`config.mk`:
```
export PLATFORM = sky130hd
export DESIGN_NAME = counter_display_ctrl
export DESIGN_NICKNAME = d
export VERILOG_FILES = /design/src/rtl/counter_display_pkg.sv /design/src/rtl/bcd_digit_step.sv /design/src/rtl/counter_display_ctrl.sv
export SDC_FILE = /design/constraint.sdc
export NUM_CORES = 1
export LEC_CHECK = 0
export ABC_AREA = 1
export CELL_PAD_IN_SITES_DETAIL_PLACEMENT = 1
export CELL_PAD_IN_SITES_GLOBAL_PLACEMENT = 1
export CORE_MARGIN = 3
export CORE_UTILIZATION = 37
export DETAILED_ROUTE_END_ITERATION = 7
export GPL_TIMING_DRIVEN = 0
export PLACE_DENSITY_LB_ADDON = 0.1
export SETUP_SLACK_MARGIN = 0.3
export SLEW_MARGIN = 5
export SYNTH_ARGS = -nofsm -noshare
export SYNTH_HDL_FRONTEND = slang
export SYNTH_SLANG_ARGS = --single-unit
```
`constraint.sdc`:
```
create_clock -name sysclock -period 1.55 [get_ports sysclock]
set_input_delay 0.31 -clock sysclock [delete_from_list [all_inputs] [get_ports sysclock]]
set_output_delay 0.31 -clock sysclock [all_outputs]
set_load 0.05 [all_outputs]
```
`src/rtl/counter_display_pkg.sv`:
```
// Shared types and constants for the four-digit BCD counter and its scanned display.
// The leading-zero helper is used only when LEADING_ZERO_BLANK_EN is defined.
package counter_display_pkg;

  typedef logic [3:0] bcd_t;

  localparam int         NUM_DIGITS    = 4;
  localparam bcd_t       BCD_MAX       = 4'd9;
  localparam logic [3:0] ANODE_ALL_OFF = 4'b1111;
  localparam logic [3:0] ANODE_RESET   = 4'b1110;

  // True when digit idx and every digit above it are zero; digit 0 is never suppressed.
  function automatic logic leading_zero(input logic [15:0] cnt, input logic [1:0] idx);
    logic z;
    z = (idx != 2'd0);
    for (int j = 0; j < NUM_DIGITS; j++) begin
      if ((j >= int'(idx)) && (cnt[4*j +: 4] != 4'd0)) z = 1'b0;
    end
    return z;
  endfunction

endpackage

```
`src/rtl/bcd_digit_step.sv`:
```
// One BCD digit of the counter: combinational increment/decrement with carry/borrow out.
// Chained four deep by the top so a whole-count step settles within one cycle.
module bcd_digit_step
  import counter_display_pkg::*;
(
  input  bcd_t d,
  input  logic inc,
  input  logic dec,
  output bcd_t d_next,
  output logic carry,
  output logic borrow
);

  always_comb begin
    d_next = d;
    carry  = 1'b0;
    borrow = 1'b0;
    if (inc) begin
      // >= rather than == keeps the digit inside 0..9 even from an illegal value
      if (d >= BCD_MAX) begin
        d_next = 4'd0;
        carry  = 1'b1;
      end else begin
        d_next = d + 4'd1;
      end
    end else if (dec) begin
      if (d == 4'd0) begin
        d_next = BCD_MAX;
        borrow = 1'b1;
      end else if (d > BCD_MAX) begin
        d_next = BCD_MAX;
      end else begin
        d_next = d - 4'd1;
      end
    end
  end

endmodule

```
`src/rtl/counter_display_ctrl.sv`:
```
// Up/down BCD counter sequencing (edge detect, arbitration, wrap pulses) and 7-seg digit scan.
// Optional build macro LEADING_ZERO_BLANK_EN suppresses leading zero digits during the scan.
module counter_display_ctrl
  import counter_display_pkg::*;
#(
  parameter int SCAN_DIV   = 65536,
  parameter int SCAN_DIV_W = 16
) (
  input  logic        sysclock,
  input  logic        reset_n,
  input  logic        up_req,
  input  logic        down_req,
  input  logic        clear,
  output logic [15:0] count,
  output logic        wrap_up,
  output logic        wrap_down,
  output logic [3:0]  anode,
  output logic [3:0]  digit_bcd,
  output logic        blank
);

  logic up_prev, down_prev;
  logic up_edge, down_edge;
  logic step_up, step_down;

  logic [NUM_DIGITS:0] inc_chain, dec_chain;
  logic [15:0]         count_next;

  logic [SCAN_DIV_W-1:0] prescaler;
  logic [1:0]            scan_idx, scan_idx_next;
  logic                  scan_tc;
  logic                  blank_next;
  logic [3:0]            anode_next;

  assign up_edge   = up_req & ~up_prev;
  assign down_edge = down_req & ~down_prev;

  // Simultaneous edges cancel; clear overrides both.
  assign step_up   = ~clear & up_edge & ~down_edge;
  assign step_down = ~clear & down_edge & ~up_edge;

  assign inc_chain[0] = step_up;
  assign dec_chain[0] = step_down;

  for (genvar i = 0; i < NUM_DIGITS; i++) begin : g_digit
    bcd_digit_step u_step (
      .d      (count[4*i +: 4]),
      .inc    (inc_chain[i]),
      .dec    (dec_chain[i]),
      .d_next (count_next[4*i +: 4]),
      .carry  (inc_chain[i+1]),
      .borrow (dec_chain[i+1])
    );
  end

  always_ff @(posedge sysclock or negedge reset_n) begin
    if (!reset_n) begin
      up_prev   <= 1'b0;
      down_prev <= 1'b0;
      count     <= 16'h0000;
      wrap_up   <= 1'b0;
      wrap_down <= 1'b0;
    end else begin
      up_prev   <= up_req;
      down_prev <= down_req;
      count     <= clear ? 16'h0000 : count_next;
      wrap_up   <= inc_chain[NUM_DIGITS];
      wrap_down <= dec_chain[NUM_DIGITS];
    end
  end

  assign scan_tc       = (prescaler == SCAN_DIV_W'(SCAN_DIV - 1));
  assign scan_idx_next = scan_tc ? scan_idx + 2'd1 : scan_idx;

`ifdef LEADING_ZERO_BLANK_EN
  assign blank_next = leading_zero(count, scan_idx_next);
`else
  assign blank_next = 1'b0;
`endif

  assign anode_next = blank_next ? ANODE_ALL_OFF : ~(4'b0001 << scan_idx_next);

  always_ff @(posedge sysclock or negedge reset_n) begin
    if (!reset_n) begin
      prescaler <= '0;
      scan_idx  <= 2'd0;
      anode     <= ANODE_RESET;
      digit_bcd <= 4'd0;
      blank     <= 1'b0;
    end else begin
      prescaler <= scan_tc ? '0 : prescaler + 1'b1;
      scan_idx  <= scan_idx_next;
      anode     <= anode_next;
      digit_bcd <= count[{scan_idx_next, 2'b00} +: 4];
      blank     <= blank_next;
    end
  end

endmodule

```
==> results.cfg, run 1 <==
[pwr]
p_switching_w = 0.00220
internal_power_w = 0.00273
p_comb_share_pct = 54.6
powerDensity_nw_per_um2 = 1060
sw_frac_of_total_pct = 44.6
ir_worst_vdd_uv = 895
leakagePower_nw = 2.38
clkPwrFrac_pct = 15.7
finalPower_w = 0.00494
pwr-share-seq_pct = 29.7

[clock_network]
cts_sinks = 46
clk_path_buf_depth = 2
cts_root_buf = clkbuf_8
ctsHtreeMaxLevel = 2
cts_tree = built
numCtsBuffers = 5
clock_latency_ns = 0.31
cts.clk_slew.worst_paths_ns = 0.10

[timing]
finClkSkew_ns = 0.0143
setup_slack_ns = -0.151
hold_viol = 0
relSlewSlack_pct = 63.3
rsz0062_at_grt = yes
slew_viol_final = 0
min_period_over_period_pct = 110
fmax_mhz = 588
tightest_slew_ns = 0.550
period_needed_ns = 1.70
setup_viol = 27

[detailed_routing]
drtIter0Drc = 133
avgViaCountPerCell = 5.09
routedWlPerCell_um = 16.7
dr.pass1.iters = 4
finalWirelength_um = 10400
drtAntennaViolNets = 0
drcViolationCount = 0
num_vias = 3160

[critical_path]
worst_ep_required_time_ns = 1.79
r2r_start = count[4]
slowest_delay_ns = 0.50
cp_slowest_cell = clkdlybuf4s50_1
worstRegToRegCells = 11
cp.arrival_ns = 1.94
critical_path_peak_fanout = 4
start_kind = primary input
path_class = in2reg
r2r_slack_ns = -0.12
critPathLaunch = down_req
crit_chain = clkdlybuf4s50_1 -> inv_1 -> nor2_1 -> nand3_2 -> nor2_4 -> nand3_1 -> a21oi_2 -> nand2_1 -> nand2_1
r2r-end = count[14]
cp_common_cell = nand2_1
worstSetupEndpointType = flop
crit_end = count[14]

[run_status]
outcome = complete, but fails checks
violations = setup timing

[logic_synthesis]
synth-seq-cells = 46
syn_area_per_cell_um2 = 7.37
syn-cell-area_um2 = 3000
seq_area_frac_synth_pct = 38.5
syn_nets = 428
ys_types = 33
synth_warnings = 0
postSynthCellCount = 407

[layout]
final_nets = 539
fin_util_pct = 59.7
drive_above_1_share_pct = 45.5
area_delta_synth_final_pct = 55.6
diodes = 0

[placed_design]
port_buffers = 30
place_congestion = 0.856
dp_hpwl_um = 5980

[floorplan]
ios = 32
core_area_um2 = 7810
rows = 32
die_width_um = 96.0
initial_utilization_pct = 38.4
die_y_um = 96.0
dieArea_um2 = 9220

[grt]
grt_antenna_before_repair = 0
grt_pass1_vias = 3107
grt_usage_pct = 21.0
grt_pass1_wl_um = 15000
grt_util_met3_pct = 2.66
grt_max_degree = 26
use_met2_pct = 39.0
globalRouteOverflowTotal = 0
use_met1_pct = 25.6
busiest_layer = met2

[flow_run]
cap_violations = 0

[worst_hold_path]
hold_class = in2reg
-- cells in the mapped netlist --
library cell / count / area, um2
nand2_4: 2 / 22.5
ha_1: 16 / 200
buf_6: 1 / 11.3
o22ai_1: 1 / 6.26
o21ai_2: 1 / 8.76
o21ai_1: 2 / 10.0
o21ai_0: 13 / 65.1
nand3_1: 48 / 240
nand3b_1: 1 / 7.51
or2_2: 1 / 6.26
nor2_8: 1 / 20.0
dfrtp_1: 43 / 1080
nor2_4: 2 / 22.5
inv_2: 3 / 11.3
nor2_1: 24 / 90.1
buf_4: 3 / 22.5
inv_1: 49 / 184
o21bai_4: 1 / 18.8
nor2_2: 3 / 18.8
nor3_2: 1 / 10.0
a21oi_1: 11 / 55.1
nor3_1: 4 / 20.0
nor4_1: 1 / 6.26
nand3_2: 2 / 20.0
dfstp_2: 3 / 78.8
o21bai_1: 1 / 7.51
nand2_1: 137 / 514
buf_2: 1 / 5.00
nand4_1: 7 / 43.8
xnor2_1: 7 / 61.3
xor2_1: 12 / 105
conb_1: 1 / 3.75
nand2_2: 4 / 25.0
-- repair_timing --
item                                   CTS  global route
gates resized for setup                232            73
hold buffers                             1             0
setup endpoints to repair               68            64
pin swaps                               25            24
endpoints found under the hold margin   19             0
setup buffers                           44            26
gates cloned                             2             0
-- critical path: cells and delay by family --
| kind | cells | cell delay [ns] |
|---|---|---|
| AOI/OAI and AO/OA | 1 | 0.28 |
| buffers and inverters | 2 | 0.55 |
| and+or+nand+nor | 6 | 0.80 |
-- layout make-up --
class	count	area [um2]
Buffer	5	45.0
Multi-Input combinational cell	305	2040
Sequential cell	46	1170
Clock inverter	2	13.8
Timing Repair Buffer	103	971
Inverter	52	215
Clock buffer	6	72.6
Tap cell	102	128
Fill cell	936	3140
-- state kept, by name (all words and copies together) (netlist names) --
| signal | count |
|---|---|
| down_prev | 1 |
| wrap_down | 1 |
| anode | 4 |
| up_prev | 1 |
| wrap_up | 1 |
| scan_idx | 2 |
| digit_bcd | 4 |
| count | 16 |
| prescaler | 16 |
-- layer usage --
layer,routed length (um),vias up
li1,-,1515
met1,4370,1570
met2,5540,57
met3,256,18
met4,219,0
met5,0,-
-- worst min path at each step --
stage	startpoint	end	slack (ns)	cells past startpoint
6_report	up_req	up_prev	0.27	1
5_1_grt	up_req	up_prev	0.28	1
4_1_cts	up_req	up_prev	0.27	1
3_5_place_dp	reset_n	prescaler[2]	0.32	1
3_3_place_gp	prescaler[0]	prescaler[0]	0.45	1
2_1_floorplan	reset_n	anode[0]	0.01	0
-- cell usage in the layout, fill, tap and decap left out, types with 6 or more instances in the layout --
cell / netlist / layout
nand2_1: 137 / 109
buf_4: 3 / 57
nand3_1: 48 / 36
inv_1: 49 / 35
dfrtp_1: 43 / 27
buf_6: 1 / 26
nand2_2: 4 / 25
dfrtp_2: 0 / 16
nor2_1: 24 / 14
buf_8: 0 / 13
nor2_4: 2 / 12
xor2_1: 12 / 11
inv_2: 3 / 11
nand3_2: 2 / 10
ha_1: 16 / 9
o21ai_1: 2 / 8
nand2_4: 2 / 7
xnor2_1: 7 / 7
nand4_1: 7 / 7
a21oi_1: 11 / 6
-- through the flow --
step           setup WS [ns]  std cells  setup TNS (ns)  hold slack, ns  cell area, um2
2_1_floorplan         -0.163        407           -1.20          0.0144            3120
3_3_place_gp           -1.44        539          -69.94           0.451            3550
3_5_place_dp          -0.698        540          -11.99           0.325            3570
4_1_cts              -0.0301        595          -0.250           0.266            4240
5_1_grt               -0.220        621           -4.11           0.277            4660
6_report              -0.151        621           -1.67           0.268            4660
-- power groups by stage --
stage / clock network (W) / logic (W) / registers [W]
4_1_cts: 0.000798 / 0.00224 / 0.00146
5_1_grt: 0.000849 / 0.00290 / 0.00149
6_report: 0.000776 / 0.00269 / 0.00147
3_5_place_dp: 0 / 0.00180 / 0.00153
2_1_floorplan: 0 / 0.000950 / 0.00183
3_3_place_gp: 0 / 0.00175 / 0.00152
-- cell families (layout without fill, tap and decap cells) --
group	after synthesis	count (layout)	share of synthesized area (%)
other cells	1	1	0.125
compound gates	30	30	5.72
buf+inv	57	168	7.80
xor+xnor	19	19	5.55
fa+ha+maj	16	16	6.68
flops	46	46	38.5
simple gates	238	239	35.6
No activity file was read; power rests on OpenSTA's default activity.
==> inputs of run 2 (changes only) <==
--- a/config.mk
+++ b/config.mk
@@ -10,6 +10,7 @@
 export CELL_PAD_IN_SITES_GLOBAL_PLACEMENT = 1
 export CORE_MARGIN = 3
 export CORE_UTILIZATION = 37
+export CTS_CLUSTER_SIZE = 8
 export DETAILED_ROUTE_END_ITERATION = 7
 export GPL_TIMING_DRIVEN = 0
 export PLACE_DENSITY_LB_ADDON = 0.1
==> results of run 2 <==
The final DEF is identical to that of run 1; final timing and power are the same.
